File: config.mk
export PLATFORM = sky130hd
export DESIGN_NAME = mdu_hilo
export DESIGN_NICKNAME = d
export VERILOG_FILES = /design/src/rtl/mdu_pkg.sv /design/src/rtl/mdu_div.sv /design/src/rtl/mdu_hilo.sv
export SDC_FILE = /design/constraint.sdc
export NUM_CORES = 2
export LEC_CHECK = 0
export CAP_MARGIN = 15
export CORE_ASPECT_RATIO = 1.75
export CORE_MARGIN = 5
export CORE_UTILIZATION = 46
export DETAILED_ROUTE_END_ITERATION = 16
export SYNTH_ARGS = -nofsm -noshare
export SYNTH_HDL_FRONTEND = slang
export SYNTH_SLANG_ARGS = --single-unit
File: constraint.sdc
create_clock -name clk -period 21 [get_ports clk]
set_input_delay 2.1 -clock clk [delete_from_list [all_inputs] [get_ports clk]]
set_output_delay 2.1 -clock clk [all_outputs]
set_load 0.01 [all_outputs]
File: src/rtl/mdu_pkg.sv
// Shared definitions for the HI/LO multiply/divide unit: op codes, FSM states,
// latencies and the 32x32->64 product helper.
package mdu_pkg;

  localparam logic [4:0] OP_MULTU = 5'd5;
  localparam logic [4:0] OP_MULT  = 5'd6;
  localparam logic [4:0] OP_DIVU  = 5'd7;
  localparam logic [4:0] OP_DIV   = 5'd8;
  localparam logic [4:0] OP_MFHI  = 5'd9;
  localparam logic [4:0] OP_MFLO  = 5'd10;
  localparam logic [4:0] OP_MTHI  = 5'd11;
  localparam logic [4:0] OP_MTLO  = 5'd12;

  localparam int MUL_LAT = 5;
  localparam int DIV_LAT = 32;

  typedef enum logic [1:0] {
    S_IDLE,
    S_MUL,
    S_DIV
  } state_t;

  // Extending both operands to 64 bits makes the low 64 bits of the product
  // correct for signed and unsigned operands alike.
  function automatic logic [63:0] mul64(input logic [31:0] x, input logic [31:0] y,
                                        input logic sgn);
    logic [63:0] ex;
    logic [63:0] ey;
    ex = {{32{sgn & x[31]}}, x};
    ey = {{32{sgn & y[31]}}, y};
    return ex * ey;
  endfunction

endpackage

File: src/rtl/mdu_div.sv
// Iterative restoring divider, one quotient bit per cycle, with signed fix-up.
// The last iteration is combinational so results are ready on the 32nd edge.
module mdu_div
  import mdu_pkg::*;
(
  input  logic        clk,
  input  logic        rst_n,
  input  logic        start,
  input  logic        sgn,
  input  logic [31:0] a,
  input  logic [31:0] b,
  output logic        done,
  output logic [31:0] quotient,
  output logic [31:0] remainder
);

  logic [31:0] rem;
  logic [31:0] quo;
  logic [31:0] dvs;
  logic        neg_q;
  logic        neg_r;
  logic        run;
  logic [4:0]  cnt;

  logic [32:0] shifted;
  logic [32:0] diff;
  logic [31:0] rem_step;
  logic [31:0] quo_step;

  always_comb begin
    shifted = {rem, quo[31]};
    diff    = shifted - {1'b0, dvs};
    if (diff[32]) begin
      rem_step = shifted[31:0];
      quo_step = {quo[30:0], 1'b0};
    end else begin
      rem_step = diff[31:0];
      quo_step = {quo[30:0], 1'b1};
    end
  end

  assign done      = run & (cnt == 5'd0);
  assign quotient  = neg_q ? -quo_step : quo_step;
  assign remainder = neg_r ? -rem_step : rem_step;

  // A zero divisor never restores, giving an all-ones quotient and rem = |a|.
  always_ff @(posedge clk or negedge rst_n) begin
    if (!rst_n) begin
      rem   <= '0;
      quo   <= '0;
      dvs   <= '0;
      neg_q <= 1'b0;
      neg_r <= 1'b0;
      run   <= 1'b0;
      cnt   <= '0;
    end else if (start) begin
      quo   <= (sgn & a[31]) ? -a : a;
      dvs   <= (sgn & b[31]) ? -b : b;
      rem   <= '0;
      neg_q <= sgn & (a[31] ^ b[31]);
      neg_r <= sgn & a[31];
      cnt   <= 5'(DIV_LAT - 1);
      run   <= 1'b1;
    end else if (run) begin
      rem <= rem_step;
      quo <= quo_step;
      if (cnt == 5'd0) run <= 1'b0;
      else             cnt <= cnt - 5'd1;
    end
  end

endmodule

File: src/rtl/mdu_hilo.sv
// MIPS-style HI/LO multiply/divide unit. Define MDU_FAST_MULT_EN for
// single-edge multiplies; otherwise mult/multu take MUL_LAT cycles.
module mdu_hilo
  import mdu_pkg::*;
(
  input  logic        clk,
  input  logic        rst_n,
  input  logic        md_en,
  input  logic [4:0]  md_op,
  input  logic [31:0] a,
  input  logic [31:0] b,
  output logic        busy,
  output logic        stall,
  output logic [31:0] md_out,
  output logic [31:0] hi,
  output logic [31:0] lo
);

  state_t      state;
  state_t      state_next;
  logic [4:0]  count;
  logic [4:0]  count_next;
  logic [31:0] hi_next;
  logic [31:0] lo_next;
  logic [31:0] mul_a;
  logic [31:0] mul_b;
  logic        mul_sgn;
  logic        latch_mul;
  logic        div_start;
  logic        div_done;
  logic [31:0] div_q;
  logic [31:0] div_r;

  mdu_div u_div (
    .clk       (clk),
    .rst_n     (rst_n),
    .start     (div_start),
    .sgn       (md_op == OP_DIV),
    .a         (a),
    .b         (b),
    .done      (div_done),
    .quotient  (div_q),
    .remainder (div_r)
  );

  assign busy   = (state != S_IDLE);
  assign stall  = md_en & busy;
  assign md_out = (md_op == OP_MFHI) ? hi : (md_op == OP_MFLO) ? lo : 32'd0;

  always_comb begin
    state_next = state;
    count_next = count;
    hi_next    = hi;
    lo_next    = lo;
    latch_mul  = 1'b0;
    div_start  = 1'b0;
    case (state)
      S_IDLE: begin
        if (md_en) begin
          case (md_op)
            OP_MTHI: hi_next = a;
            OP_MTLO: lo_next = a;
            OP_MULT, OP_MULTU: begin
`ifdef MDU_FAST_MULT_EN
              {hi_next, lo_next} = mul64(a, b, md_op == OP_MULT);
`else
              latch_mul  = 1'b1;
              state_next = S_MUL;
              count_next = 5'(MUL_LAT - 1);
`endif
            end
            OP_DIV, OP_DIVU: begin
              div_start  = 1'b1;
              state_next = S_DIV;
              count_next = 5'(DIV_LAT - 1);
            end
            default: ;
          endcase
        end
      end
      S_MUL: begin
        if (count == 5'd0) begin
          {hi_next, lo_next} = mul64(mul_a, mul_b, mul_sgn);
          state_next         = S_IDLE;
        end else begin
          count_next = count - 5'd1;
        end
      end
      S_DIV: begin
        // div_done coincides with count reaching zero.
        if (div_done) begin
          hi_next    = div_r;
          lo_next    = div_q;
          state_next = S_IDLE;
        end else begin
          count_next = count - 5'd1;
        end
      end
      default: state_next = S_IDLE;
    endcase
  end

  always_ff @(posedge clk or negedge rst_n) begin
    if (!rst_n) begin
      state   <= S_IDLE;
      count   <= '0;
      hi      <= '0;
      lo      <= '0;
      mul_a   <= '0;
      mul_b   <= '0;
      mul_sgn <= 1'b0;
    end else begin
      state <= state_next;
      count <= count_next;
      hi    <= hi_next;
      lo    <= lo_next;
      if (latch_mul) begin
        mul_a   <= a;
        mul_b   <= b;
        mul_sgn <= (md_op == OP_MULT);
      end
    end
  end

endmodule

### After elaboration in Yosys (flattened, before gate mapping)

Index checks and enable logic that the tools add are counted.
Widths: inputs -> output; s select.

| word-level totals | value |
|---|---|
| bits in registers | 240 |
| output and inout bits | 98 |
| bits of input ports | 72 |
| logic and storage cells | 106 |

| cells by class | value |
|---|---|
| add/subtract/negate cells | 7 |
| eq/ne operators | 19 |
| reductions and logical operators | 13 |
| mux-type cells | 44 |
| $mul | 1 |
| bitwise gates (word level) | 8 |

Operators with widths:

| kind | number |
|---|---|
| $mux 32 | 19 |
| $pmux 32 s3 | 2 |
| $neg 32->32 | 4 |
| $mul 33x33->64 | 1 |
| $sub 33x32->33 | 1 |
| $mux 5 | 6 |
| $eq 5x4->1 const B | 5 |
| $eq 5x3->1 const B | 3 |
| $pmux 5 s3 | 1 |
| $reduce_and 5->1 | 3 |
| $ne 2x2->1 const B | 6 |
| $logic_not 5->1 | 2 |
| $mux 1 | 10 |
| $pmux 5 s2 | 1 |
| $sub 5x1->5 const B | 2 |
| $and 1x1->1 | 7 |
| $mux 2 | 3 |
| $pmux 2 s3 | 1 |
| $ne 2x1->1 const B | 2 |
| $pmux 2 s2 | 1 |
| $reduce_and 4->1 | 1 |
| $reduce_bool 2->1 | 2 |
| $reduce_or 2->1 | 2 |
| $ne 3x1->1 const B | 1 |
| other kinds (6) | 6 |

### Longest topological paths before layout

| logic depth | value |
|---|---|
| depth after elaboration | 7 |
| mapped depth | 33 |

### By module

Synthesis repeated with hierarchy kept, for this count alone.

| unflattened totals | value |
|---|---|
| cell total of the unflattened synthesis | 6101 |
| area, all modules | 54740.0 µm² |

Modules (own cells, without submodules):

| module | area an instance (µm²) | instances | cells each | seq. area each (µm²) |
|---|---|---|---|---|
| mdu_hilo | 44706.6 | 1 | 4842 | 3403.3 |
| mdu_div | 10033.4 | 1 | 1259 | 2602.5 |

### Worst setup path after synthesis

OpenSTA, ideal clock, no wires.

| timing path | value |
|---|---|
| path type | reg2reg |
| start | register mul_a[31] |
| end | register hi[28] |
| clock period less this slack | 8.193 ns |
| setup slack | 12.807 ns |
| arrival time | 8.124 ns |
| library setup time | 0.069 ns |
| data required time | 20.931 ns |
| stages on the path, launching flop included | 32 |
| cell sequence | dfrtp_1 > clkbuf_1 > and2_1 > clkbuf_1 > nand2_1 > inv_1 > fa_1 > inv_1 > fa_1 > inv_1 > fa_1 > fa_1 > inv_1 > fa_1 > inv_1 > fa_1 > inv_1 > fa_1 > fa_1 > inv_1 > ha_1 > o21ai_0 > nand2b_1 > and3_1 > a221oi_1 > o21a_1 > nor2b_1 > nor2_1 > o21bai_1 > and3_1 > or4_1 > nand3_1 |

| on the way | value |
|---|---|
| longest elaborated chain between the ends | 4 |

RTL lines:

| what | line | RTL |
|---|---|---|
| start: declaration | mdu_hilo.sv:25 | `logic [31:0] mul_a;` |
| start signal: assignment | mdu_hilo.sv:109 | `mul_a <= '0;` |
| start signal: assignment | mdu_hilo.sv:118 | `mul_a <= a;` |
| $and 1x1->1 | mdu_pkg.sv:29 | `ex = {{32{sgn & x[31]}}, x};` |
| $mul 33x33->64 (*) | mdu_pkg.sv:31 | `return ex * ey;` |
| $mux 32 (*) | mdu_hilo.sv:82 | `if (count == 5'd0) begin` |
| $pmux 32 s3 (*) | mdu_hilo.sv:57 | `case (state)` |
| end signal: assignment | mdu_hilo.sv:115 | `hi <= hi_next;` |
| end: declaration | mdu_hilo.sv:15 | `output logic [31:0] hi,` |

Mark *: on every way between the ends. The rest lies on a longest branch, timed or not. The select of a mux whose other input is x is not followed.
A chain may end at the register's enable or synchronous reset.

### Worst setup path in the final report

| timing path | value |
|---|---|
| start | register mul_a[31] |
| end | register hi[27] |

Same word-level chain as after synthesis.

==> run metrics <==
share of cells above drive strength 1=between 4 and 5%; Post-Route Utilization=49.4%; top_reg_cell synth=dfrtp_1; die area=124,000 um2; critical setup path kind=flop to flop; period utilization=47.2%; drt wl/cell=25.0 um; first-pass GRT wire length=~280 mm; ANT nets after route=0; max_cap viols=0; GR Overflow Total=0; setup ws final=11.09 ns; area grow syn2layout=7.21%; Starting Density=~46%; post-synth cell types=86; syn avg cell area=8.98 um2; cell taking the most area after synthesis=fa_1; Die Span X=269 um; Via density=5.76; Final TNS setup=0 ns; R2R Setup Slk=11.09 ns; outcome=completed; core footprint=117,000 um2; Post-Synthesis Cells=5,994; CP most frequent cell=fa_1; post-CTS setup buffers=0; RSZ-0062 raised after global routing=false; Hold Buf Count CTS=0; die height=463 um; DPL Wire Length=143 mm; crit path DAT=about 10 ns; Max-slew headroom=23.1%; most frequent cells in the layout=inv_1, fa_1, nand2_1; Worst Max-Slew Pin Slew=1.15 ns; fillers=11,135; GRT Util Overall=30.1%; commonest non-fill, non-tap cell in the layout=inv_1; initial antenna violation count=4; top cell type's share of synthesized area=a little over two fifths; post_cts resized=0; #FFs+latches synth=240; register area share after synthesis=11.2%; # port buffers=~170; Async SR Flop Fraction=100%; GPL Wtd Cong=~0.95; Syn Std Cell Area=53,800 um2; nets=7,382; num rows=166; CP max stage delay=about 0.92 ns; CTS Buf Count=26; worst hold path class=flop to flop; fin. max-slew vios=0; achievable frequency=around 100 MHz; final hold vios=0; vias in the first global route=46,757; largest fanout on the critical path=52; vias=42,959; I/O Pins=170; Crit. End Element=flop; Worst Skew=0.0185 ns; crit path time final=between 9 and 10 ns; final wirelength=186 mm; pin count of the biggest net entering global routing=100; dpl ws=~11 ns; Setup-failing EPs final=0; Reg2Reg Depth=28; largest cells by area after synthesis=fa_1, dfrtp_1, inv_1; Iteration-0 DRC Markers=2,660; CTS Sinks=240; Post-Syn Nets=7,448; Bufs on Longest Clock Path=3; Hold Path Depth=2; TritonCTS clock tree=done; # H-tree levels=1; CTS Root Cell=clkbuf_16; Startpoint Class=flop; Slowest-stage cell, CP=fa_1; DRC viols=0; EDFF count, synth=0; worst endpoint required time=21.42 ns; Syn. warnings=0; 1st-pass router iterations=5; clk slew on worst S/H paths=0.06 ns; clock latency on the worst-skew pair=0.58 ns
-- layer usage --
layer | share of wire [%] | vias to the layer above | track usage (%)
met5 | 0.0086 | - | 0
li1 | - | 18222 | -
met3 | 6.0 | 724 | 3.78
met1 | 33 | 22223 | 31.8
met2 | 52 | 1788 | 54.4
met4 | 9.5 | 2 | 21.3
-- cells by family (layout without fill, tap and decap cells) --
logic type      after synthesis  after routing  synth area share [%]
compound gates              712            712                  8.90
xor+xnor                    222            222                  3.65
buf+inv                    1551           1505                  10.8
other cells                   0              3                     0
mux                         125            125                  2.48
simple gates               1762           1762                  15.1
fa+ha+maj                  1382           1382                  47.8
flops                       240            240                  11.2
-- final timing paths --
kind | end | start
worst min register to register | u_div.dvs[24]$_DFFE_PN0P_ | u_div.dvs[24]$_DFFE_PN0P_
worst max-delay path | hi[27]$_DFFE_PN0P_ | mul_a[31]$_DFFE_PN0P_
worst min-delay path | u_div.dvs[24]$_DFFE_PN0P_ | u_div.dvs[24]$_DFFE_PN0P_
min in group asynchronous | u_div.dvs[19]$_DFFE_PN0P_ | rst_n
worst max register to register | hi[27]$_DFFE_PN0P_ | mul_a[31]$_DFFE_PN0P_
max in group asynchronous | mul_a[12]$_DFFE_PN0P_ | rst_n
-- cells in the mapped netlist (7+ instances only) --
master,count
dfrtp_1,240
o31a_1,7
a22o_1,33
nand4_1,15
mux2_2,67
nor2b_1,11
o31ai_1,73
nand3_1,44
o21ai_1,10
buf_2,14
or2_2,17
o21bai_1,11
o21a_1,18
nor2_1,194
a21oi_1,131
a21o_1,42
nand2_1,955
and3_1,31
buf_1,9
and2_1,353
o21ai_0,174
or3_1,14
o41ai_1,12
a211oi_1,50
nor3_1,41
ha_1,256
fa_1,1126
o211ai_1,7
nor4_1,23
or4_1,14
mux2i_1,58
xnor2_1,157
clkbuf_1,325
a221oi_1,48
xor2_1,64
nand2b_1,19
inv_1,1201
a31oi_1,31
-- cell type report --
type / instances / area (um2) / share of cell area [%]
Antenna cell: 3 / 7.51 / 0.0130
Clock buffer: 33 / 738 / 1.28
Clock inverter: 15 / 179 / 0.310
Inverter: 1203 / 4520 / 7.82
Multi-Input combinational cell: 4203 / 42000 / 72.8
Sequential cell: 240 / 6020 / 10.4
Tap cell: 1512 / 1890 / 3.28
Timing Repair Buffer: 254 / 2330 / 4.05
-- flip-flops by register name, summed over array words and instances, names as in the netlist --
register and cells:
mul_sgn 1, mul_a 32, state 2, u_div.neg_r 1, u_div.cnt 5, u_div.dvs 32
u_div.quo 32, u_div.run 1, u_div.rem 32, hi 32, u_div.neg_q 1, count 5
lo 32, mul_b 32
-- per-stage QoR --
stage          hold WS (ns)  instances  instance area (um2)
6_report              0.481       7463                57700
5_1_grt               0.497       7460                57700
4_1_cts               0.485       7460                57700
3_3_place_gp          0.463       7412                56800
2_1_floorplan         0.450       5994                53800
3_5_place_dp          0.471       7412                56800
-- worst max-delay path, delay by kind of cell (launching register included) --
kind,cells,cell delay [ns]
and+or+nand+nor,3,1.16
AOI/OAI and AO/OA,7,1.82
buffers and inverters,8,1.64
DFF,1,0.32
xor gates and xnor gates,1,0.09
adders and majority gates,9,4.70
Power is left out: the tool's default activity adds up to more than one toggle a clock period on the data nets, which glitch-free logic cannot reach.
